[src/rtl/mem_access_arbiter_pkg.sv]
`default_nettype none
// ============================================================================
// Module      : mem_access_arbiter_pkg
// Description : Shared types for the two-port memory access arbiter.
// Revision    : 1.0 - initial release
// ============================================================================
package mem_access_arbiter_pkg;

    localparam int unsigned C_ADDR_W = 32;
    localparam int unsigned C_DATA_W = 32;

    typedef enum logic [1:0] {
        ST_IDLE       = 2'd0,
        ST_ISSUE      = 2'd1,
        ST_WAIT_RDATA = 2'd2
    } state_t;

    typedef enum logic {
        OWNER_I = 1'b0,
        OWNER_D = 1'b1
    } owner_t;

    typedef struct packed {
        logic                write;
        logic [C_ADDR_W-1:0] addr;
        logic [C_DATA_W-1:0] wdata;
        logic [C_DATA_W-1:0] wmask;
    } req_slot_t;

    // Round-robin only matters under contention; otherwise the pending port wins.
    function automatic owner_t pick_winner(input logic rr, input logic pend_i,
                                           input logic pend_d, input owner_t last);
        owner_t w;
        if (rr && pend_i && pend_d)
            w = (last == OWNER_D) ? OWNER_I : OWNER_D;
        else if (pend_d)
            w = OWNER_D;
        else
            w = OWNER_I;
        return w;
    endfunction

endpackage
`default_nettype wire

[src/rtl/mem_access_arbiter_if.sv]
`default_nettype none
// ============================================================================
// Module      : mem_access_arbiter_if
// Description : Fetch, data and controller buses of the memory arbiter.
// Revision    : 1.0 - initial release
// ============================================================================
interface mem_access_arbiter_if;
    import mem_access_arbiter_pkg::*;

    logic                i_cmd_start;
    logic                i_cmd_ready;
    logic [C_ADDR_W-1:0] i_addr;
    logic [C_DATA_W-1:0] i_rdata;
    logic                i_rdata_valid;

    logic                d_cmd_start;
    logic                d_cmd_write;
    logic                d_cmd_ready;
    logic [C_ADDR_W-1:0] d_addr;
    logic [C_DATA_W-1:0] d_wdata;
    logic [C_DATA_W-1:0] d_wmask;
    logic [C_DATA_W-1:0] d_rdata;
    logic                d_rdata_valid;

    logic                m_cmd_start;
    logic                m_cmd_write;
    logic                m_cmd_ready;
    logic [C_ADDR_W-1:0] m_addr;
    logic [C_DATA_W-1:0] m_wdata;
    logic [C_DATA_W-1:0] m_wmask;
    logic [C_DATA_W-1:0] m_rdata;
    logic                m_rdata_valid;

    // Arbiter side
    modport slave (
        input  i_cmd_start, i_addr,
        output i_cmd_ready, i_rdata, i_rdata_valid,
        input  d_cmd_start, d_cmd_write, d_addr, d_wdata, d_wmask,
        output d_cmd_ready, d_rdata, d_rdata_valid,
        output m_cmd_start, m_cmd_write, m_addr, m_wdata, m_wmask,
        input  m_cmd_ready, m_rdata, m_rdata_valid
    );

    // Requester / controller side
    modport master (
        output i_cmd_start, i_addr,
        input  i_cmd_ready, i_rdata, i_rdata_valid,
        output d_cmd_start, d_cmd_write, d_addr, d_wdata, d_wmask,
        input  d_cmd_ready, d_rdata, d_rdata_valid,
        input  m_cmd_start, m_cmd_write, m_addr, m_wdata, m_wmask,
        output m_cmd_ready, m_rdata, m_rdata_valid
    );

endinterface
`default_nettype wire

[src/rtl/mem_access_arbiter_slot.sv]
`default_nettype none
// ============================================================================
// Module      : mem_req_slot
// Description : One-entry request holding register with ready/pend logic.
// Revision    : 1.0 - initial release
// ============================================================================
module mem_req_slot
    import mem_access_arbiter_pkg::*;
(
    input  logic      clk,
    input  logic      rst_n,
    input  logic      i_start,
    input  logic      i_busy,
    input  logic      i_clear,
    input  req_slot_t i_req,
    output logic      o_ready,
    output logic      o_pend,
    output req_slot_t o_req
);

    logic      r_pend;
    req_slot_t r_req;
    logic      w_ready;

    // A port whose own transaction is in flight cannot refill until it completes.
    assign w_ready = !r_pend && !i_busy;

    always_ff @(posedge clk or negedge rst_n) begin
        if (!rst_n) begin
            r_pend <= 1'b0;
            r_req  <= '0;
        end else if (i_clear) begin
            r_pend <= 1'b0;
        end else if (i_start && w_ready) begin
            r_pend <= 1'b1;
            r_req  <= i_req;
        end
    end

    assign o_ready = w_ready;
    assign o_pend  = r_pend;
    assign o_req   = r_req;

endmodule
`default_nettype wire

[src/rtl/mem_access_arbiter.sv]
`default_nettype none
// ============================================================================
// Module      : mem_access_arbiter
// Description : Shares one memory controller between fetch (I) and data (D).
// Revision    : 1.0 - initial release
// ============================================================================
module mem_access_arbiter
    import mem_access_arbiter_pkg::*;
#(
    parameter int ROUND_ROBIN = 0
) (
    input  logic                 clk,
    input  logic                 rst_n,
    mem_access_arbiter_if.slave  bus,
    output logic                 err_spurious
);

    state_t    r_state;
    state_t    w_state_nxt;
    owner_t    r_owner;
    owner_t    r_last_grant;
    owner_t    w_winner;
    req_slot_t r_payload;
    logic      r_err;

    logic      w_grant;
    logic      w_issue;
    logic      w_clear_i, w_clear_d;
    logic      w_rvalid_i, w_rvalid_d;
    logic      w_busy_i, w_busy_d;
    logic      w_ready_i, w_ready_d;
    logic      w_pend_i, w_pend_d;
    req_slot_t w_req_i, w_req_d;
    req_slot_t w_slot_i, w_slot_d;

    assign w_busy_i = (r_state != ST_IDLE) && (r_owner == OWNER_I);
    assign w_busy_d = (r_state != ST_IDLE) && (r_owner == OWNER_D);

    // Fetch is read-only: write and mask are tied off at capture.
    assign w_req_i = '{write: 1'b0, addr: bus.i_addr, wdata: '0, wmask: '0};
    assign w_req_d = '{write: bus.d_cmd_write, addr: bus.d_addr,
                       wdata: bus.d_wdata, wmask: bus.d_wmask};

    mem_req_slot u_slot_i (
        .clk     (clk),
        .rst_n   (rst_n),
        .i_start (bus.i_cmd_start),
        .i_busy  (w_busy_i),
        .i_clear (w_clear_i),
        .i_req   (w_req_i),
        .o_ready (w_ready_i),
        .o_pend  (w_pend_i),
        .o_req   (w_slot_i)
    );

    mem_req_slot u_slot_d (
        .clk     (clk),
        .rst_n   (rst_n),
        .i_start (bus.d_cmd_start),
        .i_busy  (w_busy_d),
        .i_clear (w_clear_d),
        .i_req   (w_req_d),
        .o_ready (w_ready_d),
        .o_pend  (w_pend_d),
        .o_req   (w_slot_d)
    );

    always_ff @(posedge clk or negedge rst_n) begin
        if (!rst_n)
            r_state <= ST_IDLE;
        else
            r_state <= w_state_nxt;
    end

    always_comb begin
        w_state_nxt = r_state;
        w_grant     = 1'b0;
        w_winner    = OWNER_D;
        w_issue     = 1'b0;
        w_clear_i   = 1'b0;
        w_clear_d   = 1'b0;
        w_rvalid_i  = 1'b0;
        w_rvalid_d  = 1'b0;
        case (r_state)
            ST_IDLE: begin
                if (w_pend_i || w_pend_d) begin
                    w_grant     = 1'b1;
                    w_winner    = pick_winner(ROUND_ROBIN != 0, w_pend_i,
                                              w_pend_d, r_last_grant);
                    w_state_nxt = ST_ISSUE;
                end
            end
            ST_ISSUE: begin
                w_issue = 1'b1;
                if (bus.m_cmd_ready) begin
                    // Writes are posted: acceptance ends the transaction.
                    if (r_payload.write) begin
                        w_clear_i   = (r_owner == OWNER_I);
                        w_clear_d   = (r_owner == OWNER_D);
                        w_state_nxt = ST_IDLE;
                    end else begin
                        w_state_nxt = ST_WAIT_RDATA;
                    end
                end
            end
            ST_WAIT_RDATA: begin
                if (bus.m_rdata_valid) begin
                    w_rvalid_i  = (r_owner == OWNER_I);
                    w_rvalid_d  = (r_owner == OWNER_D);
                    w_clear_i   = (r_owner == OWNER_I);
                    w_clear_d   = (r_owner == OWNER_D);
                    w_state_nxt = ST_IDLE;
                end
            end
            default: w_state_nxt = ST_IDLE;
        endcase
    end

    always_ff @(posedge clk or negedge rst_n) begin
        if (!rst_n) begin
            r_owner      <= OWNER_D;
            r_last_grant <= OWNER_I;
            r_payload    <= '0;
            r_err        <= 1'b0;
        end else begin
            if (w_grant) begin
                r_owner      <= w_winner;
                r_last_grant <= w_winner;
                r_payload    <= (w_winner == OWNER_D) ? w_slot_d : w_slot_i;
            end
            if (bus.m_rdata_valid && (r_state != ST_WAIT_RDATA))
                r_err <= 1'b1;
        end
    end

    assign bus.i_cmd_ready   = w_ready_i;
    assign bus.d_cmd_ready   = w_ready_d;
    assign bus.i_rdata       = bus.m_rdata;
    assign bus.d_rdata       = bus.m_rdata;
    assign bus.i_rdata_valid = w_rvalid_i;
    assign bus.d_rdata_valid = w_rvalid_d;

    // Controller-facing command is forced to zero whenever not issuing.
    assign bus.m_cmd_start = w_issue;
    assign bus.m_cmd_write = w_issue & r_payload.write;
    assign bus.m_addr      = w_issue ? r_payload.addr  : '0;
    assign bus.m_wdata     = w_issue ? r_payload.wdata : '0;
    assign bus.m_wmask     = w_issue ? r_payload.wmask : '0;

    assign err_spurious = r_err;

endmodule
`default_nettype wire

[src/flat_wrapper.sv]
// flat-port wrapper written by rule: the top's interface ports become plain ports
module mem_access_arbiter_flat import mem_access_arbiter_pkg::*;
#(
    parameter int ROUND_ROBIN = 0
)
  (clk, rst_n, err_spurious, bus_i_cmd_start, bus_i_addr, bus_i_cmd_ready, bus_i_rdata, bus_i_rdata_valid, bus_d_cmd_start, bus_d_cmd_write, bus_d_addr, bus_d_wdata, bus_d_wmask, bus_d_cmd_ready, bus_d_rdata, bus_d_rdata_valid, bus_m_cmd_start, bus_m_cmd_write, bus_m_addr, bus_m_wdata, bus_m_wmask, bus_m_cmd_ready, bus_m_rdata, bus_m_rdata_valid);
  mem_access_arbiter_if bus_i ();
  input  logic clk;
  input  logic rst_n;
  output logic err_spurious;
  input wire logic [$bits(bus_i.i_cmd_start)-1:0] bus_i_cmd_start;
  input wire logic [$bits(bus_i.i_addr)-1:0] bus_i_addr;
  output wire logic [$bits(bus_i.i_cmd_ready)-1:0] bus_i_cmd_ready;
  output wire logic [$bits(bus_i.i_rdata)-1:0] bus_i_rdata;
  output wire logic [$bits(bus_i.i_rdata_valid)-1:0] bus_i_rdata_valid;
  input wire logic [$bits(bus_i.d_cmd_start)-1:0] bus_d_cmd_start;
  input wire logic [$bits(bus_i.d_cmd_write)-1:0] bus_d_cmd_write;
  input wire logic [$bits(bus_i.d_addr)-1:0] bus_d_addr;
  input wire logic [$bits(bus_i.d_wdata)-1:0] bus_d_wdata;
  input wire logic [$bits(bus_i.d_wmask)-1:0] bus_d_wmask;
  output wire logic [$bits(bus_i.d_cmd_ready)-1:0] bus_d_cmd_ready;
  output wire logic [$bits(bus_i.d_rdata)-1:0] bus_d_rdata;
  output wire logic [$bits(bus_i.d_rdata_valid)-1:0] bus_d_rdata_valid;
  output wire logic [$bits(bus_i.m_cmd_start)-1:0] bus_m_cmd_start;
  output wire logic [$bits(bus_i.m_cmd_write)-1:0] bus_m_cmd_write;
  output wire logic [$bits(bus_i.m_addr)-1:0] bus_m_addr;
  output wire logic [$bits(bus_i.m_wdata)-1:0] bus_m_wdata;
  output wire logic [$bits(bus_i.m_wmask)-1:0] bus_m_wmask;
  input wire logic [$bits(bus_i.m_cmd_ready)-1:0] bus_m_cmd_ready;
  input wire logic [$bits(bus_i.m_rdata)-1:0] bus_m_rdata;
  input wire logic [$bits(bus_i.m_rdata_valid)-1:0] bus_m_rdata_valid;
  assign bus_i.i_cmd_start = bus_i_cmd_start;
  assign bus_i.i_addr = bus_i_addr;
  assign bus_i_cmd_ready = bus_i.i_cmd_ready;
  assign bus_i_rdata = bus_i.i_rdata;
  assign bus_i_rdata_valid = bus_i.i_rdata_valid;
  assign bus_i.d_cmd_start = bus_d_cmd_start;
  assign bus_i.d_cmd_write = bus_d_cmd_write;
  assign bus_i.d_addr = bus_d_addr;
  assign bus_i.d_wdata = bus_d_wdata;
  assign bus_i.d_wmask = bus_d_wmask;
  assign bus_d_cmd_ready = bus_i.d_cmd_ready;
  assign bus_d_rdata = bus_i.d_rdata;
  assign bus_d_rdata_valid = bus_i.d_rdata_valid;
  assign bus_m_cmd_start = bus_i.m_cmd_start;
  assign bus_m_cmd_write = bus_i.m_cmd_write;
  assign bus_m_addr = bus_i.m_addr;
  assign bus_m_wdata = bus_i.m_wdata;
  assign bus_m_wmask = bus_i.m_wmask;
  assign bus_i.m_cmd_ready = bus_m_cmd_ready;
  assign bus_i.m_rdata = bus_m_rdata;
  assign bus_i.m_rdata_valid = bus_m_rdata_valid;
  mem_access_arbiter #(.ROUND_ROBIN(ROUND_ROBIN)) u_core (.clk(clk), .rst_n(rst_n), .bus(bus_i), .err_spurious(err_spurious));
endmodule
[config.mk]
export PLATFORM = sky130hd
export DESIGN_NAME = mem_access_arbiter_flat
export DESIGN_NICKNAME = d
export VERILOG_FILES = /design/src/rtl/mem_access_arbiter_pkg.sv /design/src/rtl/mem_access_arbiter_if.sv /design/src/rtl/mem_access_arbiter_slot.sv /design/src/rtl/mem_access_arbiter.sv /design/src/flat_wrapper.sv
export SDC_FILE = /design/constraint.sdc
export NUM_CORES = 1
export LEC_CHECK = 0
export CORE_ASPECT_RATIO = 1.2
export CORE_UTILIZATION = 37
export DETAILED_ROUTE_END_ITERATION = 7
export PLACE_DENSITY_LB_ADDON = 0.25
export SLEW_MARGIN = 25
export SYNTH_ARGS = -nofsm -noshare
export SYNTH_HDL_FRONTEND = slang
export SYNTH_SLANG_ARGS = --single-unit
export TNS_END_PERCENT = 5
[constraint.sdc]
create_clock -name clk -period 3.5 [get_ports clk]
set_input_delay 0.7 -clock clk [delete_from_list [all_inputs] [get_ports clk]]
set_output_delay 0.7 -clock clk [all_outputs]
set_load 0.1 [all_outputs]
==> impl_metrics.py <==
metrics = {
    "yosys": {
        "synth.net_count": 945,
        "ys_ff_latch": 232,
        "syn_area_um2": 10140,
        "ys_top_cells_by_count": "231 x dfrtp_1, 99 x mux2_2, 98 x and2_1",
        "synth_area_leader_cell": "dfrtp_1",
        "synthArstFlopShare_pct": 100.0,
        "ys_warn_count": 0,
        "synth_edf_count": 0,
        "syn_avg_cell_area_um2": 13.12,
        "synth.most_common_cell": "dfrtp_1",
        "netlist.area_leader.share_pct": 56.99,
        "synth-seq-area-share_pct": 57.25,
        "ys_types": 31,
        "synth_area_leaders": "dfrtp_1 57%, mux2_2 11%, and2_1 6.0%, a22o_1 5.6%, buf_4 4.7%",
        "synth_ff_type": "dfrtp_1",
        "syn_inst": 773,
    },
    "final_layout": {
        "regArea_um2": 5807,
        "area_growth_pct": 34.93,
        "layout.nets": 1111,
        "n_fill_cell": 2363,
        "multi_input_area_um2": 3630,
        "antennaDiodeCount": 0,
        "layout-drive-gt1-share_pct": 31.21,
    },
    "worst_setup_path": {
        "endpoint_kind": "output pin",
        "worstPathArrival_ns": 2.26,
        "critPathMaxFanout": 62,
        "slowest_delay_ns": 0.48,
        "cp_slowest_cell": "buf_4",
        "r2r-end": "u_core.u_slot_i.o_req[81]$_DFFE_PN0P_",
        "critical_path.cell_chain": "inv_1 > ha_2 > buf_4 > and2_1 > buf_4",
        "criticalPathCategory": "reg -> out",
        "cp_top_family": "buffers and inverters",
        "cp-start-kind": "register",
        "critPathMostFrequentCell": "buf_4",
        "r2r_slack_ns": 1.13,
        "crit_buf_inv": 3,
        "required_ns": 2.80,
        "ff2ff_path_depth": 8,
        "timing.rr.start": "u_core.r_state[1]$_DFFE_PN0P_",
    },
    "power": {
        "ir_drop_mv": 0.7039,
        "leakage_nw": 6.340,
        "power.density_nw_per_um2": 1101,
    },
    "drt": {
        "vias": 6360,
        "avgRoutedWirePerCell_um": 19.14,
        "first_iter_violations": 223,
        "routed_wl_um": 24850,
        "drt_first_pass_iters": 4,
        "drc_errors": 0,
        "vias_per_cell": 4.900,
        "ant_nets": 0,
    },
    "sta": {
        "layout_setup_ws_ns": 0.5361,
        "rsz0062_at_grt": "no",
        "hold_violations": 0,
        "layout_min_cycle_time_ns": 2.964,
        "post-route-period-util_pct": 84.68,
        "finClkSkew_ns": 0.01262,
        "slew_headroom_pct": 35.62,
        "drv_slew": 0,
        "finalSetupViolations": 0,
        "fin_setup_tns_ns": 0,
        "tightest_slew_ns": 0.9627,
        "clock.fmax_mhz": 337.4,
    },
    "global_route": {
        "first_global_vias": 6691,
        "grt_max_degree": 98,
        "antenna_found_initial": 0,
        "grt_usage_pct": 17.74,
        "grt_first_pass_wirelength_um": 39090,
        "overflow": 0,
    },
    "floorplanning": {
        "initial_core_util_pct": 37.56,
        "die_x_um": 153.1,
        "ioPinCount": 334,
        "die_area_um2": 28080,
        "row_count": 66,
        "die_h_um": 183.4,
        "coreArea_um2": 27000,
    },
    "clocking": {
        "cts.clk_slew.worst_paths_ns": 0.06,
        "htreeDepth": 1,
        "cts_setup_buffers": 0,
        "cts-buffers-inserted": 26,
        "cts.sinks": 232,
        "cts_root_buf": "clkbuf_16",
        "cts.repair.resized": 0,
        "cts.path.max_buffers": 3,
        "cts_tree": "yes",
        "cts_hold_buf": 0,
        "clk_latency_ns": 0.52,
    },
    "run": {
        "maxCapViolations": 0,
    },
    "run_status": {
        "outcome": "complete, no violations",
    },
    "hold_path": {
        "hp-class": "in -> async",
    },
    "placement": {
        "io_buffers": 237,
        "place_ws_ns": 0.9436,
        "place.gp.congestion": 0.7036,
        "hpwl_um": 16290,
    },
}
[registers in the layout, summed over array words and instances, names as in the netlist]
signal                  count
u_core.r_state              2
u_core.u_slot_i.o_pend      1
u_core.u_slot_i.o_req      32
u_core.u_slot_d.o_req      97
u_core.err_spurious         1
u_core.r_owner              1
u_core.u_slot_d.o_pend      1
u_core.r_payload           97
[cell families (layout without fill, tap and decap cells)]
logic type / count (synthesis) / in the layout / share of synthesized area (%)
and+or+nand+nor: 149 / 149 / 8.303
DFF: 232 / 232 / 57.25
buffers and inverters: 117 / 302 / 7.254
muxes: 162 / 162 / 18.69
AOI/OAI and AO/OA: 108 / 108 / 7.883
adders and majority gates: 5 / 5 / 0.6168
[worst max path at each step]
stage	startpoint	end	cells past startpoint
6_report	u_core.r_state[1]$_DFFE_PN0P_	bus_m_addr[28]	5
5_1_grt	u_core.r_state[1]$_DFFE_PN0P_	bus_m_addr[28]	5
4_1_cts	u_core.r_state[1]$_DFFE_PN0P_	bus_m_wdata[10]	5
3_5_place_dp	bus_m_rdata_valid	u_core.u_slot_d.o_req[0]$_DFFE_PN0P_	6
3_3_place_gp	bus_m_rdata_valid	u_core.u_slot_d.o_req[55]$_DFFE_PN0P_	6
2_1_floorplan	u_core.r_state[0]$_DFFE_PN0P_	bus_d_cmd_ready	4
[metal layers]
metal / up-vias / part of all wire (%) / GRT usage, %
met5: - / 0 / 0
met4: 0 / 2.7 / 5.778
met3: 55 / 8.2 / 5.388
met2: 213 / 50 / 30.25
met1: 3161 / 40 / 21.35
li1: 2931 / - / -
[stage by stage]
| step | util [%] | area [µm²] | std cells | power (mW) | hold WS [ns] |
|---|---|---|---|---|---|
| floorplan | - | 10140 | 773 | 10.57 | 0.4044 |
| global placement | 47.47 | 12820 | 1251 | 12.35 | 0.4529 |
| detailed placement | 47.47 | 12820 | 1251 | 12.48 | 0.4628 |
| CTS | 50.68 | 13680 | 1298 | 15.26 | 0.2280 |
| global route | 50.68 | 13680 | 1298 | 15.89 | 0.2461 |
| finish | 50.68 | 13680 | 1298 | 15.07 | 0.1849 |
[layout make-up]
type                            instances  share of cell area [%]
Sequential cell                       232                   42.43
Multi-Input combinational cell        424                   26.52
Timing Repair Buffer                  251                   21.49
Clock buffer                           36                   5.696
Tap cell                              340                   3.109
Clock inverter                         11                  0.6400
Inverter                                4                  0.1097
[power by group]
part	switching (mW)	internal, mW
registers	0.665	4.02
logic	4.78	2.90
clock network	1.08	1.62
[cell usage in the layout, fill, tap and decap left out, types with 2 or more instances in the layout]
cell / netlist / layout
a21o_1: 2 / 2
a21oi_1: 3 / 3
a22o_1: 65 / 65
and2_1: 98 / 97
and3_1: 2 / 2
buf_12: 0 / 57
buf_4: 64 / 59
clkbuf_1: 20 / 2
clkbuf_16: 0 / 27
clkbuf_8: 0 / 7
clkdlybuf4s50_1: 0 / 134
clkinv_2: 0 / 8
clkinv_4: 0 / 2
dfrtp_1: 231 / 231
ha_1: 5 / 4
inv_1: 4 / 4
mux2_2: 99 / 99
mux2_4: 30 / 30
mux2i_1: 33 / 33
nand2_1: 35 / 35
nor2_1: 6 / 5
o21ai_0: 35 / 34
(Power assumes the default switching activity.)
